===== src/rtl/spi_rx_pkg.sv =====
// Shared types and defaults for the PGA gain-link SPI receiver.
// Optional readback: define SPI_RX_ECHO_EN to add the sdo echo port.
package spi_rx_pkg;

  typedef enum logic [1:0] {
    IDLE  = 2'd0,
    SHIFT = 2'd1,
    DONE  = 2'd2
  } rx_state_t;

  localparam int SPI_DW_DEFAULT   = 8;
  localparam int SPI_SYNC_DEFAULT = 2;

endpackage


===== src/rtl/spi_gain_receiver_sync_edge_detect.sv =====
// Multi-flop synchronizer for one async input, plus
// single-cycle rise/fall pulses on the synced level.
module sync_edge_detect
  import spi_rx_pkg::*;
#(
  parameter int   STAGES  = SPI_SYNC_DEFAULT,
  parameter logic RST_VAL = 1'b0
) (
  input  logic clk,
  input  logic rst_n,
  input  logic d_i,
  output logic q_o,
  output logic rise_o,
  output logic fall_o
);

  logic [STAGES-1:0] sync_q;
  logic [STAGES-1:0] sync_d;
  logic              prev_q;
  logic              prev_d;

  // Shift the pin through the chain; keep a delayed copy for edges
  always_comb begin
    sync_d = {sync_q[STAGES-2:0], d_i};
    prev_d = sync_q[STAGES-1];
  end

  // Synchronizer and delay registers
  always_ff @(posedge clk or negedge rst_n) begin
    if (!rst_n) begin
      sync_q <= {STAGES{RST_VAL}};
      prev_q <= RST_VAL;
    end else begin
      sync_q <= sync_d;
      prev_q <= prev_d;
    end
  end

  assign q_o    = sync_q[STAGES-1];
  assign rise_o = q_o & ~prev_q;
  assign fall_o = ~q_o & prev_q;

endmodule


===== src/rtl/spi_gain_receiver.sv =====
// SPI responder deserializer for the PGA gain link.
// Define SPI_RX_ECHO_EN to echo the previous word on sdo.
module spi_gain_receiver
  import spi_rx_pkg::*;
#(
  parameter int DW          = SPI_DW_DEFAULT,
  parameter int SYNC_STAGES = SPI_SYNC_DEFAULT
) (
  input  logic          clk,
  input  logic          rst_n,
  input  logic          sck,
  input  logic          cs_n,
  input  logic          sdi,
  output logic [DW-1:0] data_o,
  output logic          valid_o,
  output logic          frame_err_o,
  output logic          busy_o
`ifdef SPI_RX_ECHO_EN
  ,
  output logic          sdo
`endif
);

  localparam int CW = $clog2(DW + 2);
  localparam logic [CW-1:0] CNT_DW  = CW'(DW);
  localparam logic [CW-1:0] CNT_MAX = CW'(DW + 1);

  logic sck_lvl;
  logic sck_rise;
  logic sck_fall;
  logic cs_lvl;
  logic cs_rise;
  logic cs_fall;
  logic unused_lvl;

  sync_edge_detect #(
    .STAGES (SYNC_STAGES),
    .RST_VAL(1'b0)
  ) u_sck_sync (
    .clk   (clk),
    .rst_n (rst_n),
    .d_i   (sck),
    .q_o   (sck_lvl),
    .rise_o(sck_rise),
    .fall_o(sck_fall)
  );

  // cs_n idles high, so its synchronizer resets to 1
  sync_edge_detect #(
    .STAGES (SYNC_STAGES),
    .RST_VAL(1'b1)
  ) u_cs_sync (
    .clk   (clk),
    .rst_n (rst_n),
    .d_i   (cs_n),
    .q_o   (cs_lvl),
    .rise_o(cs_rise),
    .fall_o(cs_fall)
  );

  logic [SYNC_STAGES-1:0] sdi_sync_q;
  logic [SYNC_STAGES-1:0] sdi_sync_d;
  logic                   sdi_s;

  // sdi needs only a level; its edges carry no meaning
  always_comb begin
    sdi_sync_d = {sdi_sync_q[SYNC_STAGES-2:0], sdi};
  end

  // sdi synchronizer register
  always_ff @(posedge clk or negedge rst_n) begin
    if (!rst_n) begin
      sdi_sync_q <= '1;
    end else begin
      sdi_sync_q <= sdi_sync_d;
    end
  end

  assign sdi_s = sdi_sync_q[SYNC_STAGES-1];

  rx_state_t      state_q;
  rx_state_t      state_d;
  logic [DW-1:0]  shift_q;
  logic [DW-1:0]  shift_d;
  logic [CW-1:0]  cnt_q;
  logic [CW-1:0]  cnt_d;
  logic [DW-1:0]  data_q;
  logic [DW-1:0]  data_d;
  logic           valid_q;
  logic           valid_d;
  logic           ferr_q;
  logic           ferr_d;

  // Frame FSM: cs deassertion wins over a same-cycle sck edge
  always_comb begin
    state_d = state_q;
    shift_d = shift_q;
    cnt_d   = cnt_q;
    data_d  = data_q;
    valid_d = 1'b0;
    ferr_d  = 1'b0;
    unique case (state_q)
      IDLE: begin
        if (cs_fall) begin
          state_d = SHIFT;
          cnt_d   = '0;
          shift_d = '0;
        end
      end
      SHIFT: begin
        if (cs_rise) begin
          state_d = DONE;
        end else if (sck_rise) begin
          shift_d = {shift_q[DW-2:0], sdi_s};
          if (cnt_q != CNT_MAX) begin
            cnt_d = cnt_q + CW'(1);
          end
        end
      end
      DONE: begin
        state_d = IDLE;
        if (cnt_q == CNT_DW) begin
          data_d  = shift_q;
          valid_d = 1'b1;
        end else begin
          ferr_d  = 1'b1;
        end
      end
      default: begin
        state_d = IDLE;
      end
    endcase
  end

  // Frame state, shifter and output registers
  always_ff @(posedge clk or negedge rst_n) begin
    if (!rst_n) begin
      state_q <= IDLE;
      shift_q <= '0;
      cnt_q   <= '0;
      data_q  <= '0;
      valid_q <= 1'b0;
      ferr_q  <= 1'b0;
    end else begin
      state_q <= state_d;
      shift_q <= shift_d;
      cnt_q   <= cnt_d;
      data_q  <= data_d;
      valid_q <= valid_d;
      ferr_q  <= ferr_d;
    end
  end

  assign data_o      = data_q;
  assign valid_o     = valid_q;
  assign frame_err_o = ferr_q;
  assign busy_o      = (state_q == SHIFT);

`ifdef SPI_RX_ECHO_EN
  logic [DW-1:0] echo_q;
  logic [DW-1:0] echo_d;
  logic          sdo_q;
  logic          sdo_d;

  // Load the held word at frame start, then shift on each sck fall
  always_comb begin
    echo_d = echo_q;
    sdo_d  = sdo_q;
    if (state_q == IDLE && cs_fall) begin
      sdo_d  = data_q[DW-1];
      echo_d = {data_q[DW-2:0], 1'b0};
    end else if (state_q == SHIFT && !cs_rise && sck_fall) begin
      sdo_d  = echo_q[DW-1];
      echo_d = {echo_q[DW-2:0], 1'b0};
    end
  end

  // Echo shift register
  always_ff @(posedge clk or negedge rst_n) begin
    if (!rst_n) begin
      echo_q <= '0;
      sdo_q  <= 1'b1;
    end else begin
      echo_q <= echo_d;
      sdo_q  <= sdo_d;
    end
  end

  assign sdo        = (state_q == SHIFT) ? sdo_q : 1'b1;
  assign unused_lvl = sck_lvl ^ cs_lvl;
`else
  assign unused_lvl = sck_lvl ^ cs_lvl ^ sck_fall;
`endif

endmodule


===== config.mk =====
export PLATFORM = sky130hd
export DESIGN_NAME = spi_gain_receiver
export DESIGN_NICKNAME = d
export VERILOG_FILES = /design/src/rtl/spi_rx_pkg.sv /design/src/rtl/spi_gain_receiver_sync_edge_detect.sv /design/src/rtl/spi_gain_receiver.sv
export SDC_FILE = /design/constraint.sdc
export NUM_CORES = 1
export LEC_CHECK = 0
export CAP_MARGIN = 20
export CORE_MARGIN = 2
export CORE_UTILIZATION = 56
export DETAILED_ROUTE_END_ITERATION = 6
export GPL_TIMING_DRIVEN = 0
export HOLD_SLACK_MARGIN = 0.1
export MAX_ROUTING_LAYER = met4
export PLACE_DENSITY = 0.78
export SKIP_LAST_GASP = 1
export SYNTH_ARGS = -nofsm -noshare
export SYNTH_HDL_FRONTEND = slang
export SYNTH_SLANG_ARGS = --single-unit

===== constraint.sdc =====
create_clock -name clk -period 2.8 [get_ports clk]
set_input_delay 0.56 -clock clk [delete_from_list [all_inputs] [get_ports clk]]
set_output_delay 0.56 -clock clk [all_outputs]
set_load 0.02 [all_outputs]

==> metrics.txt, run 1 <==
Tot GR Track Use=a little under a fifth; DR iter-0 viols=5; setup tns final=0 ps; worst-skew pair later-pin latency=around 310 ps; Longest Clk Path Bufs=2; Core Area=0.00202 sq mm; HP Class=reg -> reg; mean post-synth cell area=14.8 sq um; Pleak=about 0.71 nW; cts bufs inserted=5; worst reg-to-reg setup slack=1290 ps; most frequent cells in the layout=27 x dfrtp_1, 15 x clkdlybuf4s50_1, 9 x a22o_1; Max Cap Viol=0; pin count of the biggest net entering global routing=21; routed vias/inst=approximately 5.3; max frequency=between 400 and 500 MHz; Cell Count, Final, Fillers Out=134; Hold Fails Final Rpt=0; CP required=around 2200 ps; WL per Instance=14.2 microns; pwr/cell area=between 600 and 700 mW/mm^2; area leader, netlist=dfrtp_1; fin area=around 0.0015 sq mm; total number of vias=between 700 and 800; CTS sink count=32; Max Slew Vio Count=0; chip height=about 50 microns; setup repair bufs after CTS=0; initial antenna violation count=0; Chip Width=a little over 50 microns; first-pass GRT wire length=about 3.4 mm; site row count=16; endpoints failing setup=0; post-layout util=about three quarters; final period utilization=a little under 80%; Total Power=1.01 mW; CTS tree=yes; critical path class=reg -> out; Synth cell types=26; minimum clock period=roughly 2200 ps; Starting Density=around three fifths; Startpoint Class=flop; root buffer cell=clkbuf_4; Seq cells post-synth=32; Port Buffer Count=15; Hold Buf Count CTS=0; status=complete, no violations; drt pass-1 iters=4; layout overhead on the synthesized area=24.9%; DRC viols=0; overall routed net length=1.90 mm; Buf/Inv on CP=2; top-area cell type share of the netlist area=between 50% and 60%; # diodes=0; max_slew headroom=55.8%; DP Wirelength=roughly 1.3 mm; DP Cell Count=roughly 130; Die ar.=0.00258 sq mm; Congestion Overflow GR=0; top post-synthesis cells by area=dfrtp_1 55%, dfstp_2 11%, mux2_2 7.3%; clk_skew=around 4.5 ps; Placement Cell Area=0.00144 sq mm; IO Count=16; CP Capture Type=output pin; routability cong.=~0.86; cell chain of the critical path=nand2b_4 > inv_2 > clkdlybuf4s50_1; CTS resizes=0; # H-tree levels=2; Max IR drop VDD=617 uV; proportion of layout cells with a drive suffix above 1=roughly 28%; clk slew on worst S/H paths=roughly 100 ps; CP peak stage delay=~600 ps; RSZ-0062 raised after global routing=false; syn nets=91; number of global-route vias before repair=between 700 and 800; yosys warns=0; sequential share of the synthesized area=roughly two thirds; most common cell after layout, fill and taps aside=dfrtp_1; Netlist Area Pre-Place=0.00123 sq mm; post-route antenna net violation count=0; Worst path slowest cell=clkdlybuf4s50_1; actual slew at the worst max-slew pin=roughly 660 ps; CP delay by family, top=buffers and inverters; Layout Nets=114; CP max FO=4; cell count after synthesis=between 80 and 90; Worst Path Arrival=about 1600 ps
[state kept, by name (all words and copies together), names as in the netlist]
signal,count
u_cs_sync.sync_q,2
valid_o,1
frame_err_o,1
u_cs_sync.prev_q,1
sdi_sync_q,2
u_sck_sync.prev_q,1
u_sck_sync.sync_q,2
shift_q,8
cnt_q,4
state_q,2
data_o,8
[logic make-up after synthesis]
group	count (synthesis)	synth area share [%]
AND/OR/NAND/NOR	15	8.86
flip-flops	32	65.7
AO/OA/AOI/OAI	19	12.0
multiplexers	9	8.55
adder cells (fa/ha/maj)	3	3.06
buffers and inverters	5	1.83
[stage by stage]
step / setup WS (ps) / hold slack, ps
3_3_place_gp: 641 / 333
2_1_floorplan: 1420 / 264
3_5_place_dp: 986 / 341
6_report: 640 / 361
5_1_grt: 571 / 367
4_1_cts: 626 / 361
[synthesized netlist by cell type, drive strengths merged]
| library cell | count |
|---|---|
| dfrtp | 27 |
| a22o | 9 |
| mux2 | 9 |
| dfstp | 5 |
| a21oi | 4 |
| inv | 4 |
| ha | 3 |
| nand2 | 3 |
| nand2b | 3 |
| nor2 | 3 |
| nor2b | 2 |
| o21ai | 2 |
| a31oi | 1 |
| a32o | 1 |
| a41oi | 1 |
| and2b | 1 |
| and4 | 1 |
| buf | 1 |
| nand4 | 1 |
| nor4b | 1 |
| o22ai | 1 |
[report_power, final]
| group | switching [mW] | total, mW | internal, mW | leakage, nW |
|---|---|---|---|---|
| registers | 0.0295 | 0.521 | 0.491 | 0.418 |
| logic | 0.0528 | 0.105 | 0.0521 | 0.238 |
| clock network | 0.149 | 0.386 | 0.237 | 0.0515 |
[final cells by class]
cell class | count | area [sq um]
fill | 132 | 487
inverter | 4 | 15.0
timing repair buffer | 16 | 178
buffer | 1 | 7.51
multi-input combinational | 46 | 399
sequential | 32 | 807
tap | 27 | 33.8
clock inverter | 1 | 30.0
clock buffer | 7 | 65.1
[layer usage]
layer | track usage, % | vias to the layer above | share of wire, %
met5 | - | - | 0
met4 | 8.11 | 0 | 0.79
met3 | 6.43 | 2 | 4.5
met2 | 30.0 | 14 | 46
met1 | 21.1 | 349 | 48
li1 | - | 344 | -
[worst paths after layout]
check	from	endpoint	cells past startpoint
max	state_q[1]	busy_o	3
min	u_cs_sync.sync_q[0]	u_cs_sync.sync_q[1]	0
max reg2reg	cnt_q[2]	data_o[1]	4
min reg2reg	u_cs_sync.sync_q[0]	u_cs_sync.sync_q[1]	0
max in group asynchronous	rst_n	sdi_sync_q[1]	2
min in group asynchronous	rst_n	cnt_q[3]	1
(Power assumes the default switching activity.)
==> run 2, diff against run 1 <==
Settings changed: CORE_UTILIZATION 56 to 52, PLACE_DENSITY 0.78 to 0.73.
Clock period 2.8 ns to 2.2 ns, I/O delays scaled along.
==> metrics.txt, run 2 (synthesized netlist as in run 1, its figures left out) <==
CP required=1760 ps (-480 ps); Max Cap Viol=0 (unchanged); CTS tree=yes; DRC viols=0 (unchanged); Starting Density=55.0% (-5.8 points); actual slew at the worst max-slew pin=676 ps (+14.3 ps); CTS resizes=0 (unchanged); endpoints failing setup=0 (unchanged); WL per Instance=13.5 microns (-4.8%); total number of vias=723 (+2.0%); clk slew on worst S/H paths=80 ps (-20 ps); Hold Fails Final Rpt=0 (unchanged); Levels on crit path=3 (unchanged); max_slew headroom=54.8% (-0.95 points); Chip Width=52.6 microns (+3.5%); Max IR drop VDD=563 uV (-8.8%); CP max FO=4 (unchanged); chip height=52.6 microns (+3.5%); routability cong.=0.831 (-2.8%); drt pass-1 iters=4 (unchanged); DP Cell Count=127 (+0.79%); area of the multi-input gates=399 sq um (unchanged); CP peak stage delay=600 ps (about the same); hold wc startpoint=u_sck_sync.sync_q[0]; HP Class=reg -> reg; number of global-route vias before repair=768 (-3.4%); Max Slew Vio Count=0 (unchanged); Buf/Inv on CP=2 (unchanged); Placement Cell Area=0.00144 sq mm (about the same); cell chain of the critical path=nand2b_4 > inv_2 > clkdlybuf4s50_1; Worst Path Arrival=1590 ps (about the same); Pleak=0.684 nW (-3.1%); max frequency=between 400 and 500 MHz; IO Count=16 (unchanged); most common cell after layout, fill and taps aside=dfrtp_1; layout overhead on the synthesized area=21.4%; most frequent cells in the layout=27 x dfrtp_1, 15 x clkdlybuf4s50_1, 9 x a22o_1; cts bufs inserted=5 (unchanged); CTS sink count=32 (unchanged); critical path class=reg -> out; proportion of layout cells with a drive suffix above 1=26.2% (-1.9 points); post-route antenna net violation count=0 (unchanged); minimum clock period=~2000 ps; worst-skew pair later-pin latency=320 ps (about the same); # H-tree levels=2 (unchanged); Port Buffer Count=15 (unchanged); final period utilization=between 90% and 100%; CP Capture Type=output pin; CP delay by family, top=buffers and inverters; Tot GR Track Use=17.6% (-0.99 points); initial antenna violation count=0 (unchanged); root buffer cell=clkbuf_4; DP Wirelength=1.27 mm (-3.1%); first-pass GRT wire length=3.35 mm (-0.62%); worst reg-to-reg setup slack=630 ps (-660 ps); Hold Buf Count CTS=0 (unchanged); DR iter-0 viols=10 (+5); site row count=17 (+1); pwr/cell area=740 mW/mm^2 (+12%); register area=807 sq um (unchanged); Die ar.=0.00277 sq mm (+7.1%); Worst path slowest cell=clkdlybuf4s50_1; worst r2r src=cnt_q[0]; # diodes=0 (unchanged); setup repair bufs after CTS=0 (unchanged); R2R cell count=5 (+1); clk_skew=12.0 ps (+7.49 ps); Layout Nets=114 (unchanged); overall routed net length=1.82 mm (-4.1%); Congestion Overflow GR=0 (unchanged); Core Area=0.00223 sq mm (+10%); Cell Count, Final, Fillers Out=135 (+0.75%); pin count of the biggest net entering global routing=21 (unchanged); Setup crit start=state_q[1]; routed vias/inst=5.36 (+1.2%); fin area=0.00149 sq mm (-2.9%); status=complete, no violations; Startpoint Class=flop; setup tns final=0 ps (unchanged); RSZ-0062 raised after global routing=false; Fillers=167 (+27%); Longest Clk Path Bufs=2 (unchanged); WHS Path Cells=0 (unchanged)
run 2: layout make-up:
class | instances | share of cell area (%)
Buffer | 1 | 0.503
Clock buffer | 7 | 3.02
Clock inverter | 1 | 0.336
Inverter | 4 | 1.01
Multi-Input combinational cell | 46 | 26.8
Sequential cell | 32 | 54.1
Tap cell | 28 | 2.35
Timing Repair Buffer | 16 | 11.9
run 2: worst paths after layout:
kind / endpoint
min reg2reg: u_sck_sync.sync_q[1]
max in group asynchronous: sdi_sync_q[1]
max: busy_o
min: u_sck_sync.sync_q[1]
min in group asynchronous: cnt_q[1]
max reg2reg: data_o[0]
run 2: layer usage:
layer	track usage, %	up-vias	share of wire, %
met5	-	-	0
met3	5.14	5	4.9
li1	-	347	-
met2	24.8	18	46
met1	22.6	353	47
met4	10.3	0	1.6
run 2: where the power goes:
part           total [mW]  internal [mW]  switching [mW]
sequential          0.663          0.625          0.0373
combinational       0.138         0.0678          0.0703
clock               0.303          0.124           0.179
total                1.10          0.817           0.287
run 2: through the flow:
stage,util [%],power [mW],hold slack (ps),setup slack [ps]
floorplan,-,0.752,144,818
global route,66.8,1.17,363,89.8
CTS,66.8,1.12,361,152
finish,66.8,1.10,358,175
global placement,63.3,0.796,334,149
detailed placement,64.5,0.813,341,520
==> RTL change, RTL diff (config.mk and constraints of run 2) <==
Build with the macro `SPI_RX_ECHO_EN` defined.
--- a/src/rtl/spi_gain_receiver.sv
+++ b/src/rtl/spi_gain_receiver.sv
@@ -1,5 +1,7 @@
 // SPI responder deserializer for the PGA gain link.
 // Define SPI_RX_ECHO_EN to echo the previous word on sdo.
+`define SPI_RX_ECHO_EN
+
 module spi_gain_receiver
   import spi_rx_pkg::*;
 #(
Formal check against the unedited RTL (old outputs only; new: sdo): equivalent (Yosys induction, for registers that start in step).
==> RTL change against run 2 <==
Sequential cell count increased by 8; wire length increased by 59%; area after synthesis increased by 33%; sequential share of layout area decreased by 2.1 points; final area increased by 30%; largest cell class unchanged; critical path type unchanged; count of clock-buffer cells in the layout unchanged; register-to-register slack got worse by 0.16 ns; total power increased by 49%; setup slack improved by 0.028 ns; sequential power increased by 33%.
==> RTL change: results (changes against run 2) <==
Worst setup path:
- The maximum fanout along the worst path came to 12 (+8).
- The flop-to-flop setup slack is 0.47 ns (-0.16 ns).
- The delay of the slowest cell on the worst path was 0.44 ns (-0.16 ns).

Placed design:
- The number of port buffers was 16 (+1).
- The HPWL after detailed placement came to 1990 um (+56%).
- The minimum setup slack after placement is 0.0178 ns (-0.502 ns).
- The final weighted congestion in routability-driven placement is 0.772 (-7.1%).
- The number of instances in the placed design came to 191 (+50%).

Routing:
- The total via count after detailed routing is 1079 (+49%).
- The detail-routed via count per cell is 5.45 (+1.8%).
- The number of DRC markers after the initial detailed-route iteration is 39 (+29).
- The total met3 wirelength after detailed routing is 124 um (+39%).
- The detailed route wirelength on metal2 is 1350 um (+61%).
- The met1 layer wirelength in the final routing is 1350 um (+57%).

Status:
- The flow ran to the end, and the final reports show no timing, DRC or antenna violations.

STA:
- The worst-case hold slack was 0.185 ns (-0.173 ns).
- The remaining max-slew budget at the tightest pin is 43.2% (-12 points).
- The fraction of the cycle the final worst path needs is 90.8% (-1.3 points).
- The worst setup skew after layout is 0.00820 ns (-0.00375 ns).

Power:
- The switching power of the nets is 0.409 mW (+43%).
- The maximum resistive drop on vdd came to 0.000615 V (+9.2%).

CTS:
- The clock-pin slew on the worst setup and hold paths is 0.11 ns (+0.03 ns).
- The clock latency on the worst-skew pair is 0.35 ns (+0.03 ns).

Finish:
- The layout filler cell count is 252 (+51%).
- The share of layout cells above drive strength 1 was 20.8% (-5.4 points).
- The final net count is 161 (+41%).

Logic synthesis:
- The per-instance average area after synthesis is 12.5 um^2 (-16%).
- The post-synthesis sequential area ratio is 61.6% (-4.1 points).
- In the synthesized netlist, the cells that appear most often are sky130_fd_sc_hd__dfrtp_1, sky130_fd_sc_hd__nand2_1, sky130_fd_sc_hd__o22a_1.
- The number of distinct library cell variants in the gate-level netlist after synthesis was 31 (+19%).

Global routing:
- The overall global routing resource usage is 19.8% (+2.2 points).
- The global-route wire length before repair was 4840 um (+44%).
- The maximum number of pins on one net before global-route repair is 41 (+95%).

Min path:
- The worst hold path belongs to the class primary input to asynchronous set/reset pin.
RTL change: cell types whose count changed in the layout (fill, tap and decap cells not counted), sizes merged, moves of 7 or more:
cell,delta
o22a,+14
o21ai,+10
dfrtp,+7
nand2,+15
a22o,-8
RTL change: repair_timing:
item                                    in CTS  in global routing
gates resized for setup                      3                  0
endpoints found under the setup margin       2                  0
buffers inserted                             0                  0
RTL change: cell type report:
cell class | count | share of cell area [%]
multi-input cells | 82 | 30.5
clock inverters | 1 | 1.55
plain buffers | 3 | 0.710
clock buffers | 7 | 3.36
flip-flops and latches | 40 | 52.0
repair buffers | 16 | 7.88
inverters | 5 | 1.10
well taps | 44 | 2.84
RTL change: kinds of logic after synthesis:
logic type	count (synthesis)	synth area share, %
compound gates	36	16.3
fa+ha+maj	3	2.29
buf+inv	9	2.22
flops	40	61.6
mux	9	6.19
simple gates	34	11.4
RTL change: path summary, 6_finish.rpt:
path	cells past startpoint	endpoint	startpoint
min	1	shift_q[7]	rst_n
max reg2reg	4	echo_q[6]	u_cs_sync.prev_q
max in group asynchronous	1	echo_q[5]	rst_n
min reg2reg	0	u_cs_sync.sync_q[1]	u_cs_sync.sync_q[0]
min in group clk	0	u_cs_sync.sync_q[1]	u_cs_sync.sync_q[0]
max	4	sdo	state_q[1]
RTL change: power by group through the flow:
stage          Sequential (mW)  Combinational [mW]  Clock [mW]
3_5_place_dp             0.898               0.234           0
5_1_grt                  0.897               0.255       0.565
2_1_floorplan            0.881               0.166           0
3_3_place_gp             0.893               0.224           0
4_1_cts                  0.885               0.229       0.542
6_report                 0.885               0.224       0.531
RTL change: layer usage:
metal / up-vias / global-route usage (%)
met5: - / -
met4: 0 / 11.4
met3: 7 / 3.90
met2: 26 / 27.8
met1: 538 / 26.6
li1: 508 / -
